File: config.mk
export PLATFORM = sky130hd
export DESIGN_NAME = day_month_counter
export DESIGN_NICKNAME = d
export VERILOG_FILES = /design/src/rtl/calendar_pkg.sv /design/src/rtl/leap_year_detect.sv /design/src/rtl/day_month_counter.sv
export SDC_FILE = /design/constraint.sdc
export NUM_CORES = 1
export LEC_CHECK = 0
export CAP_MARGIN = 0
export CORE_ASPECT_RATIO = 0.7
export CORE_UTILIZATION = 25
export CTS_BUF_LIST = sky130_fd_sc_hd__clkbuf_8
export DETAILED_ROUTE_END_ITERATION = 10
export PLACE_DENSITY_LB_ADDON = 0.1
export SLEW_MARGIN = 30
export SYNTH_ARGS = -nofsm -noshare
export SYNTH_HDL_FRONTEND = slang
export SYNTH_HIERARCHICAL = 1
export SYNTH_SLANG_ARGS = --single-unit
File: constraint.sdc
create_clock -name clk -period 6.1 [get_ports clk]
set_clock_uncertainty 0.1 [all_clocks]
set_input_delay 0.915 -clock clk [delete_from_list [all_inputs] [get_ports clk]]
set_output_delay 0.915 -clock clk [all_outputs]
set_load 0.01 [all_outputs]
File: src/rtl/calendar_pkg.sv
// Shared calendar definitions: field widths, month ids,
// year range and month-length helpers.
package calendar_pkg;

  localparam int DAY_W   = 5;
  localparam int MONTH_W = 4;
  localparam int YEAR_W  = 12;

  localparam int BASE_YEAR = 2025;
  localparam int MAX_YEAR  = 3025;

  localparam logic [MONTH_W-1:0] JAN = 4'd1;
  localparam logic [MONTH_W-1:0] FEB = 4'd2;
  localparam logic [MONTH_W-1:0] MAR = 4'd3;
  localparam logic [MONTH_W-1:0] APR = 4'd4;
  localparam logic [MONTH_W-1:0] MAY = 4'd5;
  localparam logic [MONTH_W-1:0] JUN = 4'd6;
  localparam logic [MONTH_W-1:0] JUL = 4'd7;
  localparam logic [MONTH_W-1:0] AUG = 4'd8;
  localparam logic [MONTH_W-1:0] SEP = 4'd9;
  localparam logic [MONTH_W-1:0] OCT = 4'd10;
  localparam logic [MONTH_W-1:0] NOV = 4'd11;
  localparam logic [MONTH_W-1:0] DEC = 4'd12;

  function automatic logic is_30_day(
    input logic [MONTH_W-1:0] m
  );
    return m inside {APR, JUN, SEP, NOV};
  endfunction

  function automatic logic [DAY_W-1:0] month_len(
    input logic [MONTH_W-1:0] m,
    input logic               leap
  );
    if (m == FEB)
      return leap ? 5'd29 : 5'd28;
    if (is_30_day(m))
      return 5'd30;
    return 5'd31;
  endfunction

endpackage

File: src/rtl/leap_year_detect.sv
// Gregorian leap-year test on a binary year:
// div by 4 and not by 100, or div by 400.
module leap_year_detect #(
  parameter int YEAR_W = 12
) (
  input  logic [YEAR_W-1:0] year_count,
  output logic              is_leap
);

  logic div4;
  logic div100;
  logic div400;

  // constant-divisor remainders feed the leap rule
  always_comb begin
    div4    = (year_count % YEAR_W'(4))   == '0;
    div100  = (year_count % YEAR_W'(100)) == '0;
    div400  = (year_count % YEAR_W'(400)) == '0;
    is_leap = (div4 && !div100) || div400;
  end

endmodule

File: src/rtl/day_month_counter.sv
// Day-of-month / month stage of the calendar chain,
// with manual set and month-roll carry to the year stage.
module day_month_counter #(
  parameter int YEAR_W = 12
) (
  input  logic              clk,
  input  logic              rst,
  input  logic              carry_in_day,
  input  logic              ctrl_set,
  input  logic              field_sel,
  input  logic              inc,
  input  logic              dec,
  input  logic [YEAR_W-1:0] year_count,
  output logic [4:0]        day_count,
  output logic [3:0]        month_count,
  output logic [4:0]        days_in_month,
  output logic              carry_out_month
);

  import calendar_pkg::*;

  logic               is_leap;
  logic [DAY_W-1:0]   day_n;
  logic [MONTH_W-1:0] month_n;
  logic               carry_n;
  logic [MONTH_W-1:0] month_set;
  logic [DAY_W-1:0]   set_len;
  logic               set_step;

  leap_year_detect #(
    .YEAR_W (YEAR_W)
  ) u_leap (
    .year_count (year_count),
    .is_leap    (is_leap)
  );

  assign days_in_month = month_len(month_count, is_leap);
  assign set_step      = ctrl_set && (inc || dec);

  // month target of a manual step and its length
  always_comb begin
    month_set = month_count;
    if (inc)
      month_set = (month_count >= DEC) ? JAN
                : month_count + 4'd1;
    else
      month_set = (month_count <= JAN) ? DEC
                : month_count - 4'd1;
    set_len = month_len(month_set, is_leap);
  end

  // next state: set step, then day tick, then clamp
  always_comb begin
    day_n   = day_count;
    month_n = month_count;
    carry_n = 1'b0;
    if (set_step) begin
      if (!field_sel) begin
        if (inc)
          day_n = (day_count >= days_in_month) ? 5'd1
                : day_count + 5'd1;
        else
          day_n = (day_count <= 5'd1) ? days_in_month
                : day_count - 5'd1;
      end else begin
        month_n = month_set;
        day_n   = (day_count > set_len) ? set_len
                : day_count;
      end
    end else if (!ctrl_set && carry_in_day) begin
      if (day_count < days_in_month) begin
        day_n = day_count + 5'd1;
      end else begin
        day_n = 5'd1;
        if (month_count >= DEC) begin
          month_n = JAN;
          carry_n = 1'b1;
        end else begin
          month_n = month_count + 4'd1;
        end
      end
    end else if (day_count > days_in_month) begin
      day_n = days_in_month;
    end
  end

  // state register with synchronous reset
  always_ff @(posedge clk) begin
    if (rst) begin
      day_count       <= 5'd1;
      month_count     <= JAN;
      carry_out_month <= 1'b0;
    end else begin
      day_count       <= day_n;
      month_count     <= month_n;
      carry_out_month <= carry_n;
    end
  end

endmodule
==> results of run 1 <==
layout by cell type (no fill, tap or decap), types with 4 or more instances in the layout:
master           synthesis  routed
o21ai_0                 11      11
dfxtp_1                 10      10
inv_1                   12      12
clkbuf_8                 0       4
o31a_1                   4       4
nand3_1                  6       6
nor3b_1                  4       4
nand2_1                 21      21
a21o_1                   6       6
ha_1                    12      12
nor2_1                  30      29
and3_1                   5       5
dlymetal6s2s_1           0       4
o21ai_1                 10       8
a21oi_1                 20      17
a211oi_1                 4       4
buf_4                   12      29
o31ai_1                  4       4
nor4b_1                  5       5
nor3_1                  10      10
o211ai_1                 8       8
clkdlybuf4s50_1          0      25
xnor2_1                  7       7
nor2b_1                  5       5
nand2b_1                14      14
routing by layer:
| layer | routed length [µm] | part of all wire (%) | GRT usage (%) | vias up |
|---|---|---|---|---|
| li1 | - | - | - | 1315 |
| met1 | 4580 | 60 | 26.2 | 1227 |
| met2 | 2730 | 36 | 18.8 | 47 |
| met3 | 298 | 3.9 | 2.05 | 2 |
| met4 | 17 | 0.22 | 1.38 | 0 |
| met5 | 0 | 0 | 0 | - |
worst min-delay path: cells and delay by family (launching register included):
kind            cells  cell delay [ps]
flops               1              400
buf+inv             1               80
compound gates      1               60
power breakdown:
| group | internal (µW) | leakage [µW] | switching, µW | total (µW) |
|---|---|---|---|---|
| Clock | 57.0 | 0.0000288 | 29.8 | 86.8 |
| Sequential | 70.3 | 0.0000821 | 15.3 | 85.6 |
| Combinational | 135 | 0.00111 | 147 | 282 |
| Total | 262 | 0.00122 | 192 | 454 |
flip-flops by register name (all words and copies together) (netlist names):
signal,cells
month_count,4
carry_out_month,1
day_count,5
area by class of cell:
cell class / instances / area share (%)
clock buffers: 4 / 1.73
repair buffers: 65 / 19.5
flip-flops and latches: 10 / 6.29
well taps: 124 / 4.88
multi-input cells: 280 / 66.1
inverters: 13 / 1.53
kinds of logic after synthesis:
kind of cell / Yosys count / synth area share, %
buf+inv: 36 / 8.68
simple gates: 132 / 31.4
xor+xnor: 9 / 3.59
fa+ha+maj: 12 / 6.24
flops: 10 / 8.32
compound gates: 120 / 39.4
other cells: 1 / 0.156
mux: 4 / 2.24
stage by stage:
step                      instances  util [%]
after global placement          490      32.5
after global routing            496      34.5
final                           496      34.5
after floorplan                 326         -
after detailed placement        490      32.5
after CTS                       495      33.2
worst paths after layout:
check / startpoint / to / slack (ps) / depth (start not counted)
max: year_count[9] / day_count[0] / 250 / 24
min: day_count[4] / day_count[4] / 500 / 2
max reg2reg: month_count[0] / day_count[4] / 2380 / 13
min reg2reg: day_count[4] / day_count[4] / 500 / 2
timing repair:
action                                  CTS  global route
pin swaps                                 1             7
setup buffers                             1             1
endpoints found under the setup margin    2            10
endpoints found under the hold margin     0             0
resized for setup                         1            24
==> impl_metrics.tcl, run 1 <==
set metrics [dict create \
    synth-async-reset-ratio_pct 0 \
    io-pin-count 34 \
    hp-class "flip-flop to flip-flop" \
    critical_path_class "input pin to flip-flop" \
    worst_slack_ps 246 \
    design_area_um2 3180 \
    worstPathArrival_ps 5910 \
    finalCriticalPeriod_ps 5850 \
    ant_nets 0 \
    cpMaxStageDelayCell "or4b_4" \
    critPathLaunchType "input pin" \
    clk_latency_ps 240 \
    postSynthAreaPerCell_um2 7.43 \
    initial_core_util_pct 26.1 \
    grt.overflow.total 0 \
    path_cells "clkdlybuf4s50_1, buf_12, nor3b_1, buf_4, a311oi_2, o21ai_1, o2111ai_4, a21oi_1, or4b_4, a31oi_4, o32ai_2, xnor2_1, or3b_1, o211a_1, nand2b_1, a21oi_1, nor2_1, ha_1, nand2b_1, a21oi_2, o21ai_2, o21ai_1, a2111o_1, a41oi_2" \
    die_w_um 119 \
    drt_iter0_drc 136 \
    viasPerCell 5.22 \
    max_stage_delay_ps 540 \
    grt_antenna_before_repair 0 \
    min_period_over_period_pct 96.0 \
    yosysUniqueCellTypes 95 \
    clk_pin_slew_ps 50 \
    max-slew-margin-rel_pct 43.1 \
    htree_levels 1 \
    multi_input_area_um2 2100 \
    drt_first_pass_iters 4 \
    post-place-ws_ps -231 \
    cts_tree "done" \
    areaGrowthSynthToFinish_pct 32.2 \
    crit_family "compound AO/OA/AOI/OAI gates" \
    cts.sinks 10 \
    synth-seq-cells 10 \
    numCtsBuffers 3 \
    drv_cap 0 \
    ys_seq_area_share_pct 8.32 \
    n_antenna_cell 0 \
    yosysTopAreaCellShare_pct 8.32 \
    num_vias 2591 \
    hpwl_mm 5.99 \
    ys.flop_type "dfxtp_1" \
    drt_wl_total_mm 7.62 \
    final_nets 404 \
    clockBufferDepth 2 \
    critPathMaxFanout 17 \
    die_area_um2 10000 \
    postSynthCellCount 324 \
    tightest_slew_ps 850 \
    whs_ps 498 \
    cellPowerDensity_nw_per_um2 143 \
    grt_max_degree 21 \
    gp_congestion 0.807 \
    crit_buf_inv 3 \
    core_area_um2 9220 \
    cp-end-kind "flip-flop" \
    fmax_mhz 171 \
    row_count 29 \
    required_ps 6160 \
    total_power_uw 454 \
    ys_top_cells_by_area "dfxtp_1, ha_1, nor2_1" \
    grt_first_pass_wirelength_mm 12.4 \
    grt_pass1_vias 2398 \
    fill_cells 989 \
    drc 0 \
    routedWlPerCell_um 15.4 \
    numPortBuffers 30 \
    placed_area_um2 2990 \
    yosys.area.top_type "dfxtp_1" \
    irDropWorstVdd_mv 0.124 \
    hold_violations 0 \
    ys_warn_count 6 \
    seqCellArea_um2 200 \
    netlist_top_cells_count "nor2_1, nand2_1, a21oi_1" \
    synth-edff-count 0 \
    grt_usage_pct 15.1 \
    setup_violations 0 \
    p_leak_uw 0.00122 \
    drive_above_1_share_pct 22.8 \
    post-synth-top-count-cell "nor2_1" \
    holdBufCountCts 0 \
    die_y_um 84.1 \
    fin_setup_tns_ps 0 \
    outcome "finished, final reports clean" \
    netlist_area_um2 2410 \
    final_max_slew_viol_count 0 \
    cts_root_buffer "clkbuf_8" \
]
Power figures use the tool's default switching activity.
==> run 2, diff against run 1 <==
PLACE_DENSITY_LB_ADDON = 0.08   (was 0.1)
==> run 2 against run 1 <==
  * Routed wire length fell by 2.1%
  * Utilization rose by 0.14 points
  * Clock power fell by 21%
  * Register-to-register slack improved by 100 ps
  * Non-clock buffer count rose by 10
  * Hold slack got worse by 48 ps
  * Sequential power fell by 0.6%
  * Final cell count rose by 1.8%
  * Critical path depth did not move
  * Worst setup slack improved by 8.4 ps
  * Cell area rose by 0.39%
  * Sequential share of layout area barely moved
  * Critical path type unchanged
  * Critical endpoint unchanged
==> impl_metrics.tcl, run 2 (synthesis results as in run 1) <==
set metrics [dict create \
    outcome "finished, final reports clean" \
    p_leak_uw 0.00123 \
    cts_root_buffer "clkbuf_8" \
    clk_latency_ps 240 \
    drt_iter0_drc 170 \
    required_ps 6160 \
    fin_setup_tns_ps 0 \
    tightest_slew_ps 847 \
    endpoint "day_count[0]" \
    finalCriticalPeriod_ps 5850 \
    grt_usage_pct 14.6 \
    rr_worst_depth 13 \
    die_y_um 84.1 \
    n_antenna_cell 0 \
    viasPerCell 5.18 \
    num_vias 2618 \
    layout_commonest_cell "buf_4" \
    critPathMaxFanout 17 \
    fill_cells 991 \
    drc 0 \
    hpwl_mm 5.87 \
    grt_antenna_before_repair 0 \
    drv_cap 0 \
    final_nets 414 \
    cts.sinks 10 \
    multi_input_area_um2 2050 \
    irDropWorstVdd_mv 0.0629 \
    max-slew-margin-rel_pct 43.4 \
    drt_first_pass_iters 4 \
    drive_above_1_share_pct 23.1 \
    initial_core_util_pct 26.1 \
    critPathLaunchType "input pin" \
    ant_nets 0 \
    routedWlPerCell_um 14.8 \
    row_count 29 \
    reg2reg_setup_slack_ps 2480 \
    holdBufCountCts 0 \
    drt_wl_total_mm 7.46 \
    met1_usage_pct 23.8 \
    worstHoldStart "day_count[4]" \
    cp-end-kind "flip-flop" \
    grt_pass1_vias 2341 \
    regMostFlops "day_count" \
    cellPowerDensity_nw_per_um2 135 \
    core_area_um2 9220 \
    clockBufferDepth 2 \
    grt.overflow.total 0 \
    worstPathArrival_ps 5910 \
    die_w_um 119 \
    grtUsageMet3_pct 1.98 \
    r2r_end "day_count[0]" \
    crit_start "year_count[11]" \
    die_area_um2 10000 \
    met2_usage_pct 20.4 \
    hp-class "flip-flop to flip-flop" \
    hold_violations 0 \
    numPortBuffers 30 \
    cts_tree "done" \
    grt_busiest_layer "met1" \
    gp_congestion 0.801 \
    io-pin-count 34 \
    grt_max_degree 21 \
    fmax_mhz 171 \
    largest_register_ffs 5 \
    clk_pin_slew_ps 50 \
    areaGrowthSynthToFinish_pct 32.8 \
    grt_setup_unrepaired "yes" \
    final_max_slew_viol_count 0 \
    final_cell_mix "buf_4, nor2_1, clkdlybuf4s50_1, nand2_1, a21oi_1" \
    r2r_start "month_count[0]" \
    reg.largest.list "day_count (5), month_count (4), carry_out_month (1)" \
    htree_levels 1 \
    total_power_uw 431 \
    seqCellArea_um2 200 \
    min_period_over_period_pct 95.8 \
    grt_first_pass_wirelength_mm 12.1 \
    numCtsBuffers 3 \
    final_util_pct 34.7 \
    critical_path_class "input pin to flip-flop" \
    setup_violations 0 \
]
run 2: cell types whose count changed in the layout (fill, tap and decap cells not counted), sizes merged:
cell / previous run / this run
clkbuf: 4 / 3
clkdlybuf4s50: 25 / 29
dlygate4sd2: 1 / 0
buf: 35 / 45
dlymetal6s2s: 4 / 1
run 2: worst min path at each step:
stage,depth (start not counted),slack [ps],end
floorplan,2,440,day_count[4]
global placement,2,450,day_count[4]
detailed placement,2,440,day_count[4]
CTS,2,450,day_count[4]
global route,2,480,day_count[4]
finish,2,450,day_count[4]
run 2: metal layers:
| metal | vias up | routed length, µm | part of all wire (%) |
|---|---|---|---|
| met5 | - | 0 | 0 |
| met4 | 0 | 0 | 0 |
| met3 | 0 | 285 | 3.8 |
| met2 | 57 | 2890 | 39 |
| met1 | 1225 | 4290 | 57 |
| li1 | 1336 | - | - |
run 2: report_power, final:
part	internal, µW	switching [µW]	total, µW
sequential	70.4	14.7	85.1
combinational	136	142	278
clock	43.2	25.2	68.4
run 2: timing repair:
action / in CTS / in global routing
gates cloned: 0 / 0
buffers inserted: 1 / 4
hold endpoints to repair: 0 / 0
gates resized for setup: 2 / 7
setup endpoints to repair: 1 / 6
pin swaps: 2 / 4
run 2: area by class of cell:
| class | instances | area share (%) |
|---|---|---|
| multi-input combinational | 280 | 64.0 |
| clock buffer | 3 | 1.29 |
| timing repair buffer | 75 | 22.0 |
| inverter | 13 | 1.53 |
| tap | 124 | 4.86 |
| sequential | 10 | 6.27 |
run 2: through the flow:
step	hold slack [ps]	setup WS, ps	cell area (µm²)	std cells
after detailed placement	443	-42.4	3070	497
after global placement	445	-148	3070	497
final	450	254	3190	505
after CTS	452	9.19	3130	501
after floorplan	444	778	2410	326
after global routing	478	-74.9	3190	505
run 2: worst max-delay path: stages:
cell and delay, ps:
clkdlybuf4s50_1 450, buf_12 170, a21oi_1 160, o211ai_1 180, or2_1 320, o2111ai_4 240, buf_4 160, o21ai_1 100
and2_1 200, or3_1 360, o32ai_2 230, xnor2_1 110, or3b_1 350, o211a_1 220, nand2b_1 140, a21oi_1 140
nor2_1 90, ha_1 300, nand2b_1 100, a21oi_1 70, o21ai_2 180, o21ai_1 110, a2111o_1 450, a41oi_2 170
